`src/rtl/prg_loader_pkg.sv`:
```
// Shared types and constants for the PRG/CRT loader.
// PRG_AUTORUN_EN extends the injection table with a "RUN<CR>" keyboard-buffer stuff.
package prg_loader_pkg;

  typedef enum logic [1:0] {
    IDLE   = 2'd0,
    LOAD   = 2'd1,
    INJECT = 2'd2,
    FINISH = 2'd3
  } state_t;

  // BASIC/KERNAL end-of-program pointers (each is lo at addr, hi at addr+1)
  localparam logic [15:0] ZP_VARTAB = 16'h002D;
  localparam logic [15:0] ZP_ARYTAB = 16'h002F;
  localparam logic [15:0] ZP_STREND = 16'h0031;
  localparam logic [15:0] ZP_EAL    = 16'h00AE;

  localparam logic [15:0] KB_BUF    = 16'h0277;
  localparam logic [15:0] KB_CNT    = 16'h00C6;
  localparam logic [7:0]  RUN_R     = 8'h52;
  localparam logic [7:0]  RUN_U     = 8'h55;
  localparam logic [7:0]  RUN_N     = 8'h4E;
  localparam logic [7:0]  RUN_CR    = 8'h0D;
  localparam logic [7:0]  RUN_LEN   = 8'h04;

  localparam int INJ_LEN_BASE    = 8;
  localparam int INJ_LEN_AUTORUN = 13;
`ifdef PRG_AUTORUN_EN
  localparam int INJ_LEN = INJ_LEN_AUTORUN;
`else
  localparam int INJ_LEN = INJ_LEN_BASE;
`endif
  localparam int STEP_W = 4;

endpackage

```
`src/rtl/prg_loader_inject_seq.sv`:
```
// Combinational table of post-load writes, indexed by step.
// Entries 8..12 exist only with PRG_AUTORUN_EN.
module prg_inject_seq
  import prg_loader_pkg::*;
(
  input  logic [STEP_W-1:0] step,
  input  logic [15:0]       end_ptr,
  output logic [15:0]       addr,
  output logic [7:0]        data,
  output logic              last
);

  always_comb begin
    addr = '0;
    data = '0;
    case (step)
      4'd0:  begin addr = ZP_VARTAB;         data = end_ptr[7:0];  end
      4'd1:  begin addr = ZP_VARTAB + 16'd1; data = end_ptr[15:8]; end
      4'd2:  begin addr = ZP_ARYTAB;         data = end_ptr[7:0];  end
      4'd3:  begin addr = ZP_ARYTAB + 16'd1; data = end_ptr[15:8]; end
      4'd4:  begin addr = ZP_STREND;         data = end_ptr[7:0];  end
      4'd5:  begin addr = ZP_STREND + 16'd1; data = end_ptr[15:8]; end
      4'd6:  begin addr = ZP_EAL;            data = end_ptr[7:0];  end
      4'd7:  begin addr = ZP_EAL + 16'd1;    data = end_ptr[15:8]; end
`ifdef PRG_AUTORUN_EN
      4'd8:  begin addr = KB_BUF;            data = RUN_R;   end
      4'd9:  begin addr = KB_BUF + 16'd1;    data = RUN_U;   end
      4'd10: begin addr = KB_BUF + 16'd2;    data = RUN_N;   end
      4'd11: begin addr = KB_BUF + 16'd3;    data = RUN_CR;  end
      4'd12: begin addr = KB_CNT;            data = RUN_LEN; end
`endif
      default: begin addr = '0; data = '0; end
    endcase
  end

  assign last = (step == STEP_W'(INJ_LEN - 1));

endmodule

```
`src/rtl/prg_loader.sv`:
```
// Turns a PRG/CRT download into absolute memory writes, then injects end pointers.
// Optional macro PRG_AUTORUN_EN appends an autorun keyboard-buffer sequence.
//
// state  | meaning
// IDLE   | waiting for a non-ROM download
// LOAD   | header capture and data writes
// INJECT | writing the pointer table, one entry per INJ_SPACING cycles
// FINISH | one-cycle cartridge reset request, then back to IDLE
module prg_loader
  import prg_loader_pkg::*;
#(
  parameter int          INJ_SPACING = 2,
  parameter logic [15:0] CART_BASE   = 16'hA000
)(
  input  logic        clk_sys,
  input  logic        reset,
  input  logic        downloading,
  input  logic [7:0]  index,
  input  logic        wr,
  input  logic [15:0] addr,
  input  logic [7:0]  dout,
  input  logic        raw_mode,
  output logic [15:0] mem_addr,
  output logic [7:0]  mem_data,
  output logic        mem_wr,
  output logic        busy,
  output logic        force_reset
);

  localparam int SP_W = $clog2(INJ_SPACING + 1);

  state_t              state_q, state_d;
  logic [15:0]         cur_q, cur_d;
  logic [15:0]         cnt_q, cnt_d;
  logic                cart_q, cart_d;
  logic [STEP_W-1:0]   step_q, step_d;
  logic [SP_W-1:0]     sp_q, sp_d;
  logic [15:0]         maddr_d;
  logic [7:0]          mdata_d;
  logic                mwr_d, force_d;
  logic                prg_active;
  logic [15:0]         tbl_addr;
  logic [7:0]          tbl_data;
  logic                tbl_last, inj_last;

  assign prg_active = downloading & (index != 8'd0);

  prg_inject_seq u_seq (
    .step    (step_q),
    .end_ptr (cur_q),
    .addr    (tbl_addr),
    .data    (tbl_data),
    .last    (tbl_last)
  );

`ifdef PRG_AUTORUN_EN
  // a cartridge starts itself, so it gets no RUN
  assign inj_last = tbl_last | (cart_q & (step_q == STEP_W'(INJ_LEN_BASE - 1)));
`else
  assign inj_last = tbl_last;
`endif

  always_comb begin
    state_d = state_q;
    cur_d   = cur_q;
    cnt_d   = cnt_q;
    cart_d  = cart_q;
    step_d  = step_q;
    sp_d    = sp_q;
    maddr_d = '0;
    mdata_d = '0;
    mwr_d   = 1'b0;
    force_d = 1'b0;
    case (state_q)
      IDLE: begin
        if (prg_active) begin
          state_d = LOAD;
          cur_d   = raw_mode ? CART_BASE : 16'h0000;
          cnt_d   = '0;
          cart_d  = 1'b0;
        end
      end
      LOAD: begin
        if (wr) begin
          if (raw_mode || addr >= 16'd2) begin
            mwr_d   = 1'b1;
            maddr_d = cur_q;
            mdata_d = dout;
            cur_d   = cur_q + 16'd1;
            cnt_d   = (cnt_q == 16'hFFFF) ? cnt_q : cnt_q + 16'd1;
            if (cnt_q == 16'd0 && cur_q == CART_BASE) cart_d = 1'b1;
          end else if (addr == 16'd0) begin
            cur_d[7:0] = dout;
          end else begin
            cur_d[15:8] = dout;
          end
        end
        // a byte arriving with the falling edge is still counted above
        if (!prg_active) begin
          step_d  = '0;
          sp_d    = '0;
          state_d = (cnt_d != 16'd0) ? INJECT : IDLE;
        end
      end
      INJECT: begin
        if (prg_active) begin
          state_d = LOAD;
          cur_d   = raw_mode ? CART_BASE : 16'h0000;
          cnt_d   = '0;
          cart_d  = 1'b0;
        end else if (sp_q == '0) begin
          mwr_d   = 1'b1;
          maddr_d = tbl_addr;
          mdata_d = tbl_data;
          sp_d    = SP_W'(INJ_SPACING - 1);
          step_d  = step_q + 1'b1;
          if (inj_last) state_d = FINISH;
        end else begin
          sp_d = sp_q - 1'b1;
        end
      end
      FINISH: begin
        if (prg_active) begin
          state_d = LOAD;
          cur_d   = raw_mode ? CART_BASE : 16'h0000;
          cnt_d   = '0;
          cart_d  = 1'b0;
        end else begin
          force_d = cart_q;
          cart_d  = 1'b0;
          state_d = IDLE;
        end
      end
      default: state_d = IDLE;
    endcase
  end

  always_ff @(posedge clk_sys) begin
    if (reset) begin
      state_q     <= IDLE;
      cur_q       <= '0;
      cnt_q       <= '0;
      cart_q      <= 1'b0;
      step_q      <= '0;
      sp_q        <= '0;
      mem_addr    <= '0;
      mem_data    <= '0;
      mem_wr      <= 1'b0;
      force_reset <= 1'b0;
    end else begin
      state_q     <= state_d;
      cur_q       <= cur_d;
      cnt_q       <= cnt_d;
      cart_q      <= cart_d;
      step_q      <= step_d;
      sp_q        <= sp_d;
      mem_addr    <= maddr_d;
      mem_data    <= mdata_d;
      mem_wr      <= mwr_d;
      force_reset <= force_d;
    end
  end

  assign busy = (state_q != IDLE);

endmodule

```
`config.mk`:
```
export PLATFORM = sky130hd
export DESIGN_NAME = prg_loader
export DESIGN_NICKNAME = d
export VERILOG_FILES = /design/src/rtl/prg_loader_pkg.sv /design/src/rtl/prg_loader_inject_seq.sv /design/src/rtl/prg_loader.sv
export SDC_FILE = /design/constraint.sdc
export NUM_CORES = 1
export LEC_CHECK = 0
export CAP_MARGIN = 25
export CORE_UTILIZATION = 45
export DETAILED_ROUTE_END_ITERATION = 6
export GPL_TIMING_DRIVEN = 1
export PLACE_DENSITY = 0.69
export SETUP_SLACK_MARGIN = 0.5
export SLEW_MARGIN = 10
export SYNTH_ARGS = -nofsm -noshare
export SYNTH_HDL_FRONTEND = slang
export SYNTH_SLANG_ARGS = --single-unit
```
`constraint.sdc`:
```
create_clock -name clk_sys -period 6.8 [get_ports clk_sys]
set_input_delay 1.36 -clock clk_sys [delete_from_list [all_inputs] [get_ports clk_sys]]
set_output_delay 1.36 -clock clk_sys [all_outputs]
set_load 0.03 [all_outputs]
```
==> Word-level counts from Yosys, hierarchy flattened <==
Index checks and enable logic that the tools add are counted.
{ "op_classes": {"mux": 51, "add_sub_neg": 4, "n_reduce_logical": 22, "eq_ne": 24, "magnitude_cmp": 1, "bitwise": 2} }
{ "ops": {"columns": ["cell", "count"], "rows": [
  ["$mux 16", 13],
  ["$pmux 16 s2", 3],
  ["$pmux 8 s8", 1],
  ["$mux 8", 6],
  ["$add 16x1->16 const B", 2],
  ["$eq 16x16->1 const B", 2],
  ["$logic_not 16->1", 2],
  ["$pmux 8 s2", 2],
  ["$mux 2", 9],
  ["$eq 4x3->1 const B", 4],
  ["$ge 16x2->1 const B", 1],
  ["$reduce_bool 16->1", 1],
  ["$ne 2x2->1 const B", 7],
  ["$mux 4", 3],
  ["$ne 3x3->1 const B", 4],
  ["$reduce_and 3->1", 4],
  ["$mux 1", 9],
  ["$eq 4x2->1 const B", 2],
  ["$pmux 2 s4", 1],
  ["$pmux 4 s2", 1],
  ["$reduce_and 4->1", 2],
  ["$reduce_bool 8->1", 1],
  ["$reduce_or 4->1", 2],
  ["$add 4x1->4 const B", 1],
  ["17 further kinds", 21]
]} }
{ "word_totals": {"regBits": 67, "output_inout_bits": 27, "wordCells": 115} }

==> Depth between registers and ports, before layout <==
{ "depth": {"word_depth": 9, "depth_mapped": 9} }

==> Modules after synthesis <==
A second synthesis with hierarchy kept.
{ "unflattened": {"hier_cells": 527, "hier_area_um2": 4166.5} }
{ "modules_own_cells": {"columns": ["module", "seq_area_each_um2", "instances", "cells_per_inst", "area_each_um2"], "rows": [
  ["prg_loader", 1341.3, 1, 486, 3875.0],
  ["prg_inject_seq", 0.0, 1, 41, 291.5]
]} }

==> Least setup slack after synthesis <==
OpenSTA, ideal clock, no wires.
{ "synth_timing": {"path_type": "input -> register", "start": "in addr[4]", "end": "reg state_q[1]", "stages": 6, "slack_ns": 3.667, "arrival_ns": 3.002, "required_time_ns": 6.669, "setup_time_ns": 0.131, "cell_sequence": "nor4_1 > a41oi_1 > nand4_1 > mux2_2 > nor4_1 > a31oi_1"} }
{ "synth_between": {"elab_chain_len": 9} }
{ "synth_lines": {"columns": ["item", "line_no", "source"], "rows": [
  ["from (decl)", "prg_loader.sv:20", "input logic [15:0] addr,"],
  ["$ge 16x2->1", "prg_loader.sv:85", "if (raw_mode || addr >= 16'd2) begin"],
  ["$logic_or 1x1->1", "prg_loader.sv:85", null],
  ["$mux 16", "prg_loader.sv:85", null],
  ["$mux 16", "prg_loader.sv:84", "if (wr) begin"],
  ["$mux 16", "prg_loader.sv:74", "case (state_q)"],
  ["$reduce_bool 16->1", "prg_loader.sv:102", "state_d = (cnt_d != 16'd0) ? INJECT : IDLE;"],
  ["$mux 2", "prg_loader.sv:102", null],
  ["$mux 2", "prg_loader.sv:99", "if (!prg_active) begin"],
  ["$pmux 2 s4", "prg_loader.sv:74", null],
  ["to (signal assigned)", "prg_loader.sv:151", "state_q <= state_d;"],
  ["to (decl)", "prg_loader.sv:32", "state_t state_q, state_d;"]
]} }
Every way passes these cells. The select of a mux whose other input is x is not followed.
A chain may end at the register's enable or synchronous reset.

==> Final worst setup path <==
{ "layout_timing": {"start": "in index[5]", "end": "reg mem_addr[2]"} }
{ "layout_between": {"elab_chain_len": 4} }
{ "layout_lines": {"columns": ["item", "line_no", "source"], "rows": [
  ["from (decl)", "prg_loader.sv:18", "input logic [7:0] index,"],
  ["$reduce_bool 8->1", "prg_loader.sv:46", "assign prg_active = downloading & (index != 8'd0);"],
  ["$and 1x1->1", "prg_loader.sv:46", null],
  ["$mux 16", "prg_loader.sv:106", "if (prg_active) begin"],
  ["$pmux 16 s2", "prg_loader.sv:74", null],
  ["to (signal assigned)", "prg_loader.sv:157", "mem_addr <= maddr_d;"],
  ["to (decl)", "prg_loader.sv:23", "output logic [15:0] mem_addr,"]
]} }
Every way passes these cells.

==> key figures <==
Clocking
  – CTS tree: yes
  – Clk buf depth: 2
  – CTS buffer count: 9
  – Clock Latency Late Sink: 0.35 ns
  – Hold_buf cts: 0
  – Root Driver: clkbuf_8
  – Post-CTS setup buffers: 0
  – PostCTS Resize Cnt: 0
  – H-tree Lvls: 3
  – CTS clk-pin slew, worst paths: about 0.08 ns
  – Clock sink total: 67

Floorplan
  – Die Ht: 95.0 um
  – Row count: 33
  – Initial Utilization: 0.469
  – Placeable Area: approximately 8300 um^2
  – Die Wd: ~95 um
  – # IOs: 64
  – Die area: 9020 um^2

Worst setup path
  – Crit path capture: mem_addr[2]
  – Crit-path max FO: 11
  – FF-to-FF setup slack: between 4 and 5 ns
  – Critical path launch point: index[5]
  – CP Capture Type: register
  – Arr. time, crit path: about 4 ns
  – Critical Path Stages: 7
  – Crit path max-delay family: simple AND/OR/NAND/NOR gates
  – Worst Path Buf+Inv: 1
  – Reg2Reg Depth: 7
  – Slowest stage cell on the critical path: or4_1
  – CP max stage delay: 0.57 ns
  – R2R Path End: state_q[1]
  – Crit start category: input pin
  – Crit Path Category: in -> reg
  – WP data required: just over 7 ns
  – RR Startpoint: cnt_q[1]
  – Critical Path, Cell by Cell: clkdlybuf4s50_1, or4_1, o21ai_1, nand2_1, nor2_1, o21ai_0, a21oi_1

Yosys
  – Post-Syn Area: just under 4000 um^2
  – Synth Register Bits: 67
  – Cells after synthesis: 508
  – Synth warn: 0
  – Synth cell types: 57
  – Asr flop ratio synth: 0
  – Synth Area per Inst: 7.65 um^2
  – Count leader, synth: dfxtp_1
  – Leading area contributor after synthesis: dfxtp_1
  – Post-synth top area share: 0.345
  – Top post-synthesis cells by area: dfxtp_1, a21oi_1, nor2_1
  – Synthesized Nets: 559
  – Post-synth top cells: dfxtp_1, nor2_1, a21oi_1
  – Most used DFF post-synth: dfxtp_1
  – EDFF count, synth: 0
  – Sequential area share after synthesis: 0.345

Routing
  – Final wirelength: 11.3 mm
  – Pre-antenna DRT Iters: 5
  – DR vias/cell: 6.10
  – Via count: around 4100
  – Post-route DRC violation count: 0
  – Detail Route Antenna Nets: 0
  – Initial drt markers: 286
  – WL/cell: 17.0 um

STA
  – Count of final hold-check violations: 0
  – Max Clk Rate: 266 MHz
  – Setup TNS: 0 ns
  – Worst slew pin tran: 0.759 ns
  – Max-slew headroom: 0.489
  – Final Critical Period: 3.76 ns
  – Setup-failing EPs final: 0
  – Final-report max-slew violation count: 0
  – Clock skew: 0.00968 ns
  – Unrepaired setup endpoints after global routing: false
  – Period utilisation layout: 0.554

Power
  – Switching share of total power: 0.347
  – Combinational fraction of design power: 0.280
  – Power Density: roughly 230 nW/um^2
  – Power Internal: around 730 uW
  – Share of power burned in registers: 0.384
  – Maximum vdd drop: 0.0890 mV
  – Sw power: approximately 390 uW
  – Clock power share: 0.336
  – Leakage: 0.00159 uW

Finish
  – Layout cells sized above 1: 0.0643
  – Antenna cells: 0
  – Register area: 1340 um^2
  – Fillers: roughly 800
  – Final Net Count: just over 600
  – Multi-input gate area: 2340 um^2
  – Non-Filler Instances: 665
  – Area grow syn2layout: 23.1%

Placed design
  – Placed cells: 647
  – Post-DP HPWL: ~8.0 mm
  – # port buffers: 63
  – Routability cong.: 0.930

Flow run
  – Max Cap Viol: 0

Hold path
  – Min-delay worst type: reg -> reg

GRT
  – Global route total overflow: 0
  – Vias in the first global route: 3778
  – Largest net degree at the start of global routing: 38
  – All-layer global routing usage: 0.267
  – Initial antenna violation count: 0
  – First-pass GRT wire length: between 15 and 20 mm

Run status
  – Status: finished, final reports clean
[routing by layer]
metal | GRT usage | routed length (um) | vias to the layer above
li1 | - | - | 1969
met1 | 0.346 | 4930 | 1887
met2 | 0.441 | 5310 | 178
met3 | 0.0330 | 812 | 23
met4 | 0.120 | 233 | 0
met5 | 0 | 0 | -
[state kept, by name (all words and copies together) (netlist names)]
register / count
sp_q: 2
step_q: 4
cart_q: 1
mem_addr: 16
mem_wr: 1
cnt_q: 16
cur_q: 16
force_reset: 1
state_q: 2
mem_data: 8
[layout make-up]
| type | count | area share |
|---|---|---|
| inverter | 21 | 0.0165 |
| tap | 105 | 0.0274 |
| clock inverter | 7 | 0.0206 |
| timing repair buffer | 69 | 0.141 |
| multi-input combinational | 387 | 0.488 |
| clock buffer | 9 | 0.0259 |
| sequential | 67 | 0.280 |
[how the worst min path moves through the flow]
stage | start | to | slack [ns] | cells past startpoint
floorplan | cart_q | force_reset | 0.41 | 2
global placement | cart_q | force_reset | 0.43 | 2
detailed placement | cart_q | force_reset | 0.43 | 2
CTS | cart_q | force_reset | 0.43 | 2
global route | cart_q | force_reset | 0.47 | 2
finish | cart_q | force_reset | 0.43 | 2
[cell families (layout without fill, tap and decap cells)]
logic type	after synthesis	after routing	share of synthesized area
adders and majority gates	14	14	0.0450
buffers and inverters	54	106	0.0541
xor gates and xnor gates	9	9	0.0203
and+or+nand+nor	207	207	0.270
AOI/OAI and AO/OA	152	152	0.252
DFF	67	67	0.345
muxes	5	5	0.0138
[worst min-delay path: stages, from the launching register on]
cell and delay, ns:
dfxtp_1 0.31, nand2_1 0.05, nor3_1 0.03
[cell usage in the layout (no fill, tap or decap), drive strengths merged, types with 3 or more instances in the layout]
master | netlist | routed
mux2 | 3 | 3
xnor2 | 6 | 6
nand4 | 16 | 16
clkdlybuf4s50 | 0 | 63
a22oi | 12 | 12
o21a | 3 | 3
a311oi | 4 | 4
o31ai | 7 | 7
and3 | 9 | 9
nor2b | 4 | 4
nor3 | 12 | 12
xor2 | 3 | 3
o221ai | 3 | 3
dfxtp | 67 | 67
o21ai | 31 | 31
a211oi | 12 | 12
nand3 | 17 | 17
or2 | 3 | 3
nor2 | 64 | 64
nor4b | 3 | 3
a21oi | 48 | 48
nand3b | 3 | 3
a221oi | 3 | 3
a31oi | 6 | 6
ha | 14 | 14
clkbuf | 25 | 9
nand2 | 42 | 42
inv | 21 | 23
a21o | 6 | 6
o211ai | 5 | 5
nor4 | 21 | 21
buf | 8 | 6
or4 | 5 | 5
[per-stage QoR]
step / utilization / setup slack [ns] / cell area (um^2) / hold WS, ns / total power (uW)
6_report: 0.577 / 3.04 / 4790 / 0.429 / 1120
2_1_floorplan: - / 3.67 / 3890 / 0.414 / 644
4_1_cts: 0.575 / 3.09 / 4770 / 0.433 / 1120
3_3_place_gp: 0.547 / 2.82 / 4540 / 0.427 / 737
3_5_place_dp: 0.548 / 2.73 / 4550 / 0.430 / 744
5_1_grt: 0.577 / 2.80 / 4790 / 0.473 / 1180
[power by group through the flow]
stage / Sequential, uW / Combinational (uW) / Clock (uW)
5_1_grt: 432 / 347 / 399
4_1_cts: 429 / 307 / 385
2_1_floorplan: 438 / 207 / 0
3_5_place_dp: 438 / 306 / 0
3_3_place_gp: 438 / 299 / 0
6_report: 430 / 314 / 376
(Power assumes the default switching activity.)
